### src/rtl/ika2151_dac_pkg.sv
// Shared field layout and types for the YM3012-style serial DAC receiver.
package ika2151_dac_pkg;
  localparam int MANT_LSB      = 3;
  localparam int MANT_W        = 10;
  localparam int EXP_LSB       = 13;
  localparam int EXP_W         = 3;
  localparam int WORD_BITS_DEF = 16;

  typedef struct packed {
    logic [EXP_W-1:0]  e;
    logic [MANT_W-1:0] m;
  } fpword_t;
endpackage

### src/rtl/ika2151_dac_rx_if.sv
// Serial input and PCM output bundle between the synth core side and the receiver.
interface ika2151_dac_rx_if;
  logic        i_phi1_PCEN_n;
  logic        i_SO;
  logic        i_SH1;
  logic        i_SH2;
  logic [15:0] o_CH1;
  logic [15:0] o_CH2;
  logic        o_CH1_VALID;
  logic        o_CH2_VALID;
  logic        o_FRAME_ERR;

  modport master (
    output i_phi1_PCEN_n, i_SO, i_SH1, i_SH2,
    input  o_CH1, o_CH2, o_CH1_VALID, o_CH2_VALID, o_FRAME_ERR
  );
  modport slave (
    input  i_phi1_PCEN_n, i_SO, i_SH1, i_SH2,
    output o_CH1, o_CH2, o_CH1_VALID, o_CH2_VALID, o_FRAME_ERR
  );
endinterface

### src/rtl/ika2151_fp2lin.sv
// Floating-point DAC word (3-bit exponent, 10-bit signed mantissa) to 16-bit linear PCM.
module ika2151_fp2lin
  import ika2151_dac_pkg::*;
(
  input  fpword_t     fp,
  output logic [15:0] pcm
);
  logic signed [15:0] mext;

  always_comb begin
    mext = {{(16-MANT_W){fp.m[MANT_W-1]}}, fp.m};
    // E=1 is the unscaled mantissa; E=7 peaks at 0x7FC0 / 0x8000, so no overflow
    pcm  = (fp.e == '0) ? 16'h0000 : 16'(mext <<< (fp.e - 3'd1));
  end
endmodule

### src/rtl/ika2151_dac_rx.sv
// Deserializes SO on phi1 ticks, latches on SH1/SH2 falls, and emits linear PCM one clock later.
module ika2151_dac_rx
  import ika2151_dac_pkg::*;
#(
  parameter int WORD_BITS  = WORD_BITS_DEF,
  parameter int ERR_STICKY = 0
) (
  input  logic          i_EMUCLK,
  input  logic          i_MRST_n,
  ika2151_dac_rx_if.slave bus
);
  localparam logic [4:0] THR = 5'(WORD_BITS-1);

  logic                  tick;
  logic [15:0]           sr;
  logic                  sh1_d, sh2_d;
  logic [4:0]            bitcnt;
  logic                  seen;
  logic [1:0]            fall, pend, vld;
  logic                  err, err_pend, frame_err;
  fpword_t [1:0]         cap;
  logic [1:0][15:0]      pcm, ch;

  assign tick    = ~bus.i_phi1_PCEN_n;
  assign fall[0] = tick & sh1_d & ~bus.i_SH1;
  assign fall[1] = tick & sh2_d & ~bus.i_SH2;
  // short word or colliding strobes; the very first fall after reset has no reference
  assign err     = (|fall) & seen & ((bitcnt < THR) | (&fall));

  for (genvar i = 0; i < 2; i++) begin : g_cvt
    ika2151_fp2lin u_cvt (.fp(cap[i]), .pcm(pcm[i]));
  end

  always_ff @(posedge i_EMUCLK or negedge i_MRST_n) begin
    if (!i_MRST_n) begin
      sr        <= '0;
      sh1_d     <= 1'b0;
      sh2_d     <= 1'b0;
      bitcnt    <= '0;
      seen      <= 1'b0;
      cap       <= '0;
      pend      <= '0;
      err_pend  <= 1'b0;
      vld       <= '0;
      ch        <= '0;
      frame_err <= 1'b0;
    end else begin
      // output stage runs on every edge
      vld      <= pend;
      pend     <= '0;
      err_pend <= 1'b0;
      for (int i = 0; i < 2; i++)
        if (pend[i]) ch[i] <= pcm[i];
      frame_err <= (ERR_STICKY != 0) ? (frame_err | err_pend) : err_pend;

      if (tick) begin
        sr     <= {bus.i_SO, sr[15:1]};
        sh1_d  <= bus.i_SH1;
        sh2_d  <= bus.i_SH2;
        bitcnt <= (bitcnt == 5'd31) ? bitcnt : bitcnt + 5'd1;
        // capture uses sr before this tick's shift
        for (int i = 0; i < 2; i++)
          if (fall[i]) begin
            cap[i]  <= sr[EXP_LSB+EXP_W-1:MANT_LSB];
            pend[i] <= 1'b1;
          end
        if (|fall) begin
          bitcnt   <= '0;
          seen     <= 1'b1;
          err_pend <= err;
        end
      end
    end
  end

  assign bus.o_CH1       = ch[0];
  assign bus.o_CH2       = ch[1];
  assign bus.o_CH1_VALID = vld[0];
  assign bus.o_CH2_VALID = vld[1];
  assign bus.o_FRAME_ERR = frame_err;
endmodule

### src/flat_wrapper.sv
// flat-port wrapper written by rule: the top's interface ports become plain ports
module ika2151_dac_rx_flat import ika2151_dac_pkg::*;
#(
  parameter int WORD_BITS  = WORD_BITS_DEF,
  parameter int ERR_STICKY = 0
)
  (i_EMUCLK, i_MRST_n, bus_i_phi1_PCEN_n, bus_i_SO, bus_i_SH1, bus_i_SH2, bus_o_CH1, bus_o_CH2, bus_o_CH1_VALID, bus_o_CH2_VALID, bus_o_FRAME_ERR);
  ika2151_dac_rx_if bus_i ();
  input  logic i_EMUCLK;
  input  logic i_MRST_n;
  input wire logic [$bits(bus_i.i_phi1_PCEN_n)-1:0] bus_i_phi1_PCEN_n;
  input wire logic [$bits(bus_i.i_SO)-1:0] bus_i_SO;
  input wire logic [$bits(bus_i.i_SH1)-1:0] bus_i_SH1;
  input wire logic [$bits(bus_i.i_SH2)-1:0] bus_i_SH2;
  output wire logic [$bits(bus_i.o_CH1)-1:0] bus_o_CH1;
  output wire logic [$bits(bus_i.o_CH2)-1:0] bus_o_CH2;
  output wire logic [$bits(bus_i.o_CH1_VALID)-1:0] bus_o_CH1_VALID;
  output wire logic [$bits(bus_i.o_CH2_VALID)-1:0] bus_o_CH2_VALID;
  output wire logic [$bits(bus_i.o_FRAME_ERR)-1:0] bus_o_FRAME_ERR;
  assign bus_i.i_phi1_PCEN_n = bus_i_phi1_PCEN_n;
  assign bus_i.i_SO = bus_i_SO;
  assign bus_i.i_SH1 = bus_i_SH1;
  assign bus_i.i_SH2 = bus_i_SH2;
  assign bus_o_CH1 = bus_i.o_CH1;
  assign bus_o_CH2 = bus_i.o_CH2;
  assign bus_o_CH1_VALID = bus_i.o_CH1_VALID;
  assign bus_o_CH2_VALID = bus_i.o_CH2_VALID;
  assign bus_o_FRAME_ERR = bus_i.o_FRAME_ERR;
  ika2151_dac_rx #(.WORD_BITS(WORD_BITS), .ERR_STICKY(ERR_STICKY)) u_core (.i_EMUCLK(i_EMUCLK), .i_MRST_n(i_MRST_n), .bus(bus_i));
endmodule
### config.mk
export PLATFORM = sky130hd
export DESIGN_NAME = ika2151_dac_rx_flat
export DESIGN_NICKNAME = d
export VERILOG_FILES = /design/src/rtl/ika2151_dac_pkg.sv /design/src/rtl/ika2151_dac_rx_if.sv /design/src/rtl/ika2151_fp2lin.sv /design/src/rtl/ika2151_dac_rx.sv /design/src/flat_wrapper.sv
export SDC_FILE = /design/constraint.sdc
export NUM_CORES = 1
export LEC_CHECK = 0
export ABC_CLOCK_PERIOD_IN_PS = 5300
export CAP_MARGIN = 10
export CORE_MARGIN = 4
export CORE_UTILIZATION = 50
export CTS_CLUSTER_SIZE = 25
export DETAILED_ROUTE_END_ITERATION = 7
export GPL_TIMING_DRIVEN = 1
export PLACE_DENSITY = 0.74
export SLEW_MARGIN = 40
export SYNTH_ARGS = -nofsm -noshare
export SYNTH_HDL_FRONTEND = slang
export SYNTH_SLANG_ARGS = --single-unit
### constraint.sdc
create_clock -name i_EMUCLK -period 5.3 [get_ports i_EMUCLK]
set_input_delay 1.325 -clock i_EMUCLK [delete_from_list [all_inputs] [get_ports i_EMUCLK]]
set_output_delay 1.325 -clock i_EMUCLK [all_outputs]
set_load 0.1 [all_outputs]
# [After elaboration in Yosys (flattened, before gate mapping)]
# Index checks and enable logic that the tools add are counted.
[word_totals] reg_bits=88 latch_bits=0 ramBits=0 romBits=0 input_bits=6 output_inout_bits=35 elab_cells=50 mem_count=0
[op_classes] addsub=3 multipliers=0 div_mod_pow=0 order_cmp=1 eq_ne=2 shifts=2 mux=9 bitwise_logic=10 n_reduce_logical=8
[ops] cell="16-bit 2-to-1 mux" n=2
[ops] cell="10-bit by 3-bit <<< shifter with 16-bit output" n=2
[ops] cell="5-bit 2-to-1 mux" n=2
[ops] cell="2-bit AND reduction" n=5
[ops] cell="1-bit bitwise AND" n=6
[ops] cell="3-bit zero test" n=2
[ops] cell="3-bit by 1-bit subtractor with 3-bit output, second input constant" n=2
[ops] cell="5-bit by 1-bit adder with 5-bit output, second input constant" n=1
[ops] cell="5-bit == test, second input constant" n=1
[ops] cell="5-bit by 4-bit less-than comparator with 1-bit output, second input constant" n=1
[ops] cell="1-bit 2-to-1 mux" n=4
[ops] cell="1-bit NOT" n=3
[ops] cell="2-bit 2-to-1 mux" n=1
[ops] cell="2-bit inequality test, second input constant" n=1
[ops] cell="2-bit OR reduction" n=1
[ops] cell="1-bit bitwise OR" n=1

# [Logic depth before layout (Yosys ltp)]
# Gate-level depths: netlist (run 1).
[depth] depth_word=8 mapped_depth=8 ltp_nobuf=6

# [By module]
# From an unflattened synthesis (run 1), not the netlist that was laid out.
[unflattened] cells_unflattened=310 hier_area_um2=4315.4
[by_module_without_submodules] module="ika2151_dac_rx" instances=1 cells_per_inst=200 area_per_inst_um2=3387.0 seq_area_each_um2=2127.0
[by_module_without_submodules] module="ika2151_fp2lin" instances=2 cells_per_inst=55 area_per_inst_um2=464.2 seq_area_each_um2=0.0

# [Worst setup path before layout (run 1)]
# OpenSTA, ideal clock, no wires.
[synth_path] path_type="in2reg" start="in bus_i_SH1" end="reg u_core.cap[12] (netlist name)" setup_time_ns=0.125 arrival_ns=2.169 required_ns=5.175 path_slack_ns=3.006 path_stages=5 n_path_buf=2 cell_sequence="nor2b_4 nor2b_4 buf_6 buf_12 mux2_4"
[synth_between] elab_chain_cells=3
[synth_rtl] item="from (decl)" line_no="flat_wrapper.sv:13" text="input wire logic [$bits(bus_i.i_SH1)-1:0] bus_i_SH1;"
[synth_rtl] item="1-bit NOT" line_no="ika2151_dac_rx.sv:25" text="assign fall[0] = tick & sh1_d & ~bus.i_SH1;"
[synth_rtl] item="1-bit bitwise AND" line_no="ika2151_dac_rx.sv:25"
[synth_rtl] item="2-bit AND reduction (no line)"
[synth_rtl] item="to (signal, indexed assignment)" line_no="ika2151_dac_rx.sv:64" text="cap[i] <= sr[EXP_LSB+EXP_W-1:MANT_LSB];"
[synth_rtl] item="to (decl)" line_no="ika2151_dac_rx.sv:21" text="fpword_t [1:0] cap;"
# Every way passes these cells.
# A chain may end at the register's enable or synchronous reset.

# [Final worst setup path (run 1)]
[layout_path] start="in bus_i_SH1" end="reg u_core.cap[5] (netlist name)"
# Same word-level chain as after synthesis.

==> summary.txt, run 1 <==
Clock network
  • Post-cts sizing count: 0
  • CTS tree: done
  • Clk sink count: 85
  • Clock latency on the worst-skew pair: 0.34 ns
  • Hold_buf cts: 0
  • H-tree depth: 3
  • Clock-pin slew on the worst setup and hold paths: 0.07 ns
  • Clock buffer count from CTS: 9
  • Clk root buf: clkbuf_8
  • Longest Clk Path Bufs: 2
  • Post-CTS setup buffers: 0

Worst setup path
  • CP required: between 5 and 6 ns
  • Crit-path cells: clkdlybuf4s50_1 > nor2b_4 > nor2b_4 > mux2_2
  • RR Startpoint: u_core.cap[23]
  • Critical Path Source: bus_i_SH1
  • Worst Setup End Kind: register
  • Critical path class: in2reg
  • FF-to-FF path depth: 5
  • Slowest-stage cell, CP: nor2b_4
  • Crit-path max FO: 18
  • FF-to-FF setup slack: roughly 2.7 ns
  • RR Endpoint: u_core.bus.o_CH2[9]
  • Worst path arrival time: 2.86 ns
  • Crit-path most repeated cell: nor2b_4
  • Critical Path Max Stage Delay: 0.48 ns
  • CP Launch Type: primary input

STA
  • Crit path time final: between 2 and 3 ns
  • Worst Skew: 0.00887 ns
  • Tcrit/Tclk final: 49.7%
  • Final setup viols: 0
  • Final Slew Violations: 0
  • Relative slew slack: 47.2%
  • Worst-Margin Slew: 0.786 ns
  • Max Clk Rate: 380 MHz
  • Setup total negative slack: 0 ns
  • Fin. Hold Viols: 0
  • RSZ-0062 raised after global routing: false

Worst hold path
  • Hold path endpoint: u_core.bus.o_FRAME_ERR
  • Worst Hold Class: reg2reg
  • Hold path depth: 0
  • Hold path start: u_core.err_pend

Status
  • Status: completed

Global routing
  • Vias in the first global route: 2,617
  • Antenna violations before repair: 0
  • Largest net degree at the start of global routing: 86
  • First-pass GRT wire length: 12,800 um
  • Total GRT Usage: 16.3%
  • Grt ovf: 0

Die
  • Boundary Pins: 41
  • Die X: 97.7 um
  • DIE HEIGHT: 97.7 um
  • Row count: 32
  • Die area: about 9500 um^2
  • Core ar.: 7770 um^2
  • Initial Util: 51.8%

Routing
  • Vias per inst: 5.52
  • DR pass1 iterations: 4
  • DR iter-0 viols: 153
  • WL per Instance: 15.6 um
  • Residual DRC count: 0
  • Vias: 2,591
  • ANT nets after route: 0
  • Drt total wl: approximately 7300 um

Logic synthesis
  • Post-Synthesis Mean Instance Area: 12.2 um^2
  • Synth Cell Area: 4020 um^2
  • Sequential fraction of the synthesis area: 52.9%
  • Register bit total from synthesis: 85
  • Synth area leaders: dfrtp_1, mux2_2, mux2i_1
  • Top cell type's share of synthesized area: 52.9%
  • Primary FF master, synth: dfrtp_1
  • Largest area contributor in the netlist: dfrtp_1
  • Ys Warns: 0
  • Gate Count Post-Synth: 330
  • Distinct cell type count after synthesis: 43
  • Number of enable flip-flop cells after synthesis: 0
  • Net Count, Synth: 342
  • Asr flop ratio synth: 100%

Cells and area
  • Final antenna diode count: 0
  • Fin nets: 375
  • Area growth syn-to-layout: 9.45%
  • Post-route cell area: around 4400 um^2
  • Layout cells sized above 1: between 20% and 30%

Placed design
  • I/O Buffers: 40
  • Cell Area, Placed: between 4000 and 5000 um^2
  • Hpwl dp: 5200 um
  • Gp weighted congestion: 0.735

Job
  • Max-Cap Viols: 0
==> cell usage after synthesis (3+ instances only) <==
cell type / count
buf_4: 5
nand3_1: 4
o2bb2ai_1: 8
dfrtp_1: 85
mux2_4: 6
o221ai_1: 16
a2bb2oi_1: 4
nand2b_1: 5
ha_1: 6
inv_1: 8
a21oi_1: 8
nor2_1: 17
buf_6: 5
nor2b_1: 4
o21ai_0: 14
mux2i_1: 16
nand2_1: 34
and3_1: 3
nor2b_4: 4
mux2_2: 40
buf_2: 4
==> routing by layer <==
layer	wire, um	vias to the layer above	GRT usage (%)
met5	0	-	0
met4	87	0	6.18
met3	209	11	4.02
met2	3500	36	24.7
met1	3530	1286	22.6
li1	-	1258	-
==> registers in the layout, summed over array words and instances, names as in the netlist <==
register	cells
u_core.cap	26
u_core.err_pend	1
u_core.sr	13
u_core.seen	1
u_core.bus.o_FRAME_ERR	1
u_core.pend	2
u_core.bus.o_CH2	16
u_core.bus.o_CH1	16
u_core.sh2_d	1
u_core.sh1_d	1
u_core.bitcnt	5
u_core.vld	2
==> cell families (layout without fill, tap and decap cells) <==
kind of cell | Yosys count | count (layout) | synth area share (%)
AOI/OAI and AO/OA | 68 | 68 | 12.5
and+or+nand+nor | 81 | 81 | 10.5
muxes | 62 | 62 | 17.4
buffers and inverters | 28 | 65 | 4.82
DFF | 85 | 85 | 52.9
adders and majority gates | 6 | 6 | 1.87
==> worst max path at each step <==
| stage | endpoint | slack [ns] | depth (start not counted) |
|---|---|---|---|
| after floorplan | u_core.cap[12] | 3.01 | 5 |
| final | u_core.cap[5] | 2.67 | 4 |
| after detailed placement | u_core.cap[5] | 2.31 | 4 |
| after global routing | u_core.bus.o_CH1[8] | 2.56 | 5 |
| after global placement | u_core.cap[21] | 1.88 | 3 |
| after CTS | u_core.cap[6] | 2.67 | 4 |
==> metrics by stage <==
| step | hold slack (ns) | std cells | util, % | setup WS, ns |
|---|---|---|---|---|
| floorplan | 0.331 | 330 | - | 3.01 |
| global placement | 0.363 | 454 | 56.6 | 1.88 |
| detailed placement | 0.367 | 454 | 54.3 | 2.31 |
| CTS | 0.385 | 469 | 56.6 | 2.67 |
| global route | 0.398 | 469 | 56.7 | 2.56 |
| finish | 0.375 | 469 | 56.7 | 2.67 |
==> critical path: cells and delay by family <==
family / cells / cell delay [ns]
buffers and inverters: 1 / 0.46
multiplexers: 1 / 0.39
AND/OR/NAND/NOR: 2 / 0.68
==> area by class of cell <==
class	instances	area [um^2]
Fill cell	652	3360
Sequential cell	85	2130
Timing Repair Buffer	40	224
Multi-Input combinational cell	217	1710
Clock buffer	14	173
Clock inverter	1	5.00
Tap cell	102	128
Inverter	10	37.5
==> cell usage in the layout, fill, tap and decap left out, types with 3 or more instances in the layout <==
cell             count
and3_1               3
mux2_2              40
nor2_1              17
o221ai_1            16
nand2b_1             5
dfrtp_1             85
o21ai_2              3
inv_1                8
nor2b_4              4
buf_2               36
nor2b_1              4
mux2i_1             16
o21ai_0             12
nand2_1             34
o2bb2ai_1            8
clkdlybuf4s50_1      3
a21oi_1              8
a2bb2oi_1            4
clkbuf_8            13
mux2_4               6
nand3_1              4
ha_1                 6
Power of run 1 is not shown: default switching activity piles up to over one toggle a cycle in this logic, so the estimate is an artifact.
==> inputs of run 2 (changes only) <==
Settings changed: ABC_CLOCK_PERIOD_IN_PS 5300 to 2150, PLACE_DENSITY 0.74 to 0.76.
Clock period 5.3 ns to 2.15 ns, I/O delays scaled along.
==> summary.txt, run 2 (synthesis results as in run 1) <==
Cells and area
  • Fin nets: 390 (+4.0%)
  • Max FFs per register: 26 (unchanged)
  • Post-layout util: 59.9% (+3.2 points)
  • Area of the multi-input gates: 1700 um^2 (-0.44%)
  • Reg area: 2130 um^2 (unchanged)
  • Final antenna diode count: 0 (unchanged)
  • Post-route cell area: 4660 um^2 (+5.7%)
  • Commonest non-fill, non-tap cell in the layout: dfrtp_1
  • Most flop-heavy register: u_core.cap
  • Area growth syn-to-layout: 15.7%
  • Most frequent cells in the layout: dfrtp_1, buf_4, mux2_2, nand2_1, nor2_1
  • Fillcell total: 656 (+0.61%)
  • Layout cells sized above 1: 31.7% (+2.5 points)

Routing
  • Top sig layer: met4
  • DR pass1 iterations: 4 (unchanged)
  • Vias per inst: 5.46 (-1.2%)
  • Met3 routed WL: 141 um (-33%)
  • Drt total wl: 7530 um (+2.7%)
  • Post-Route M1 WL: 3570 um (+0.99%)
  • Met2 Routed Length: 3720 um (+6.5%)
  • ANT nets after route: 0 (unchanged)
  • WL per Instance: 15.6 um (-0.45%)
  • Residual DRC count: 0 (unchanged)
  • Vias: 2,643 (+2.0%)
  • DR iter-0 viols: 175 (+14%)

Job
  • Max-Cap Viols: 0 (unchanged)

STA
  • Worst-Margin Slew: 0.533 ns (-0.253 ns)
  • Final Slew Violations: 0 (unchanged)
  • Crit path time final: 1.95 ns
  • Hold Slack: 0.172 ns (-0.203 ns)
  • Relative slew slack: 64.5% (+17 points)
  • Tcrit/Tclk final: 90.9%
  • Max Clk Rate: 512 MHz
  • Final setup viols: 0 (unchanged)
  • Worst Skew: 0.0101 ns (+0.00120 ns)
  • Setup total negative slack: 0 ns (unchanged)
  • RSZ-0062 raised after global routing: false
  • Fin. Hold Viols: 0 (unchanged)

Worst setup path
  • Slowest-stage cell, CP: ha_1
  • Worst path arrival time: 2.17 ns (-0.69 ns)
  • Crit-path leading delay family: adder cells
  • Critical Path Max Stage Delay: 0.58 ns (+0.10 ns)
  • Worst Setup End Kind: register
  • Critical path class: reg2reg
  • CP Launch Type: register
  • CP required: 2.37 ns (-3.15 ns)
  • WP buf/inv: 2 (+1)
  • Crit-path cells: inv_2 > ha_1 > buf_4 > nand2b_1 > o211a_1 > a21oi_1 > o221ai_1
  • Crit-path max FO: 13 (-5)

Placed design
  • Gp weighted congestion: 0.739 (+0.54%)
  • Hpwl dp: 5380 um (+3.4%)
  • Cell Area, Placed: 4440 um^2 (+5.4%)
  • I/O Buffers: 40 (unchanged)

Global routing
  • Vias in the first global route: 2,653 (+1.4%)
  • Total GRT Usage: 16.4% (+0.18 points)
  • Grt ovf: 0 (unchanged)
  • First-pass GRT wire length: 12,900 um (+1.1%)
  • Largest net degree at the start of global routing: 49 (-43%)
  • Antenna violations before repair: 0 (unchanged)

Clock network
  • Clk root buf: clkbuf_8
  • Longest Clk Path Bufs: 2 (unchanged)
  • Clock buffer count from CTS: 9 (unchanged)
  • Post-cts sizing count: 0 (unchanged)
  • Clock-pin slew on the worst setup and hold paths: 0.08 ns (about the same)
  • Clk sink count: 85 (unchanged)
  • H-tree depth: 3 (unchanged)
  • CTS tree: done
  • Clock latency on the worst-skew pair: 0.34 ns (about the same)
  • Post-CTS setup buffers: 0 (unchanged)
  • Hold_buf cts: 0 (unchanged)

Die
  • Boundary Pins: 41 (unchanged)
  • Die area: 9550 um^2 (unchanged)
  • DIE HEIGHT: 97.7 um (unchanged)
  • Row count: 32 (unchanged)
  • Die X: 97.7 um (unchanged)
  • Core ar.: 7770 um^2 (unchanged)
  • Initial Util: 51.8% (unchanged)

Worst hold path
  • Worst Hold Class: in2async

Status
  • Status: completed
## run 2: layer usage
layer | track usage (%) | up-vias
met2 | 26.7 | 27
li1 | - | 1287
met5 | 0 | -
met3 | 2.37 | 7
met4 | 6.07 | 0
met1 | 22.6 | 1322
## run 2: worst paths after layout
kind	start	to	slack [ns]	cells after the start
setup reg to reg	u_core.cap[23]	u_core.bus.o_CH2[9]	0.20	7
setup / recovery	u_core.cap[23]	u_core.bus.o_CH2[9]	0.20	7
hold reg to reg	u_core.err_pend	u_core.bus.o_FRAME_ERR	0.36	0
min in group i_EMUCLK	u_core.err_pend	u_core.bus.o_FRAME_ERR	0.36	0
hold / removal	i_MRST_n	u_core.bitcnt[4]	0.17	1
max in group asynchronous	i_MRST_n	u_core.sr[7]	1.35	2
## run 2: area by class of cell
type | instances | share of cell area (%)
clock buffer | 10 | 2.96
clock inverter | 5 | 1.61
inverter | 10 | 0.806
multi-input combinational | 217 | 36.6
sequential | 85 | 45.7
tap | 102 | 2.74
timing repair buffer | 55 | 9.62
## run 2: metrics by stage
step,cells,worst slack [ns]
floorplan,330,0.411
global placement,469,0.0795
detailed placement,469,0.0332
CTS,484,0.214
global route,484,0.0366
finish,484,0.196
Power of run 2 is left out for the same reason.
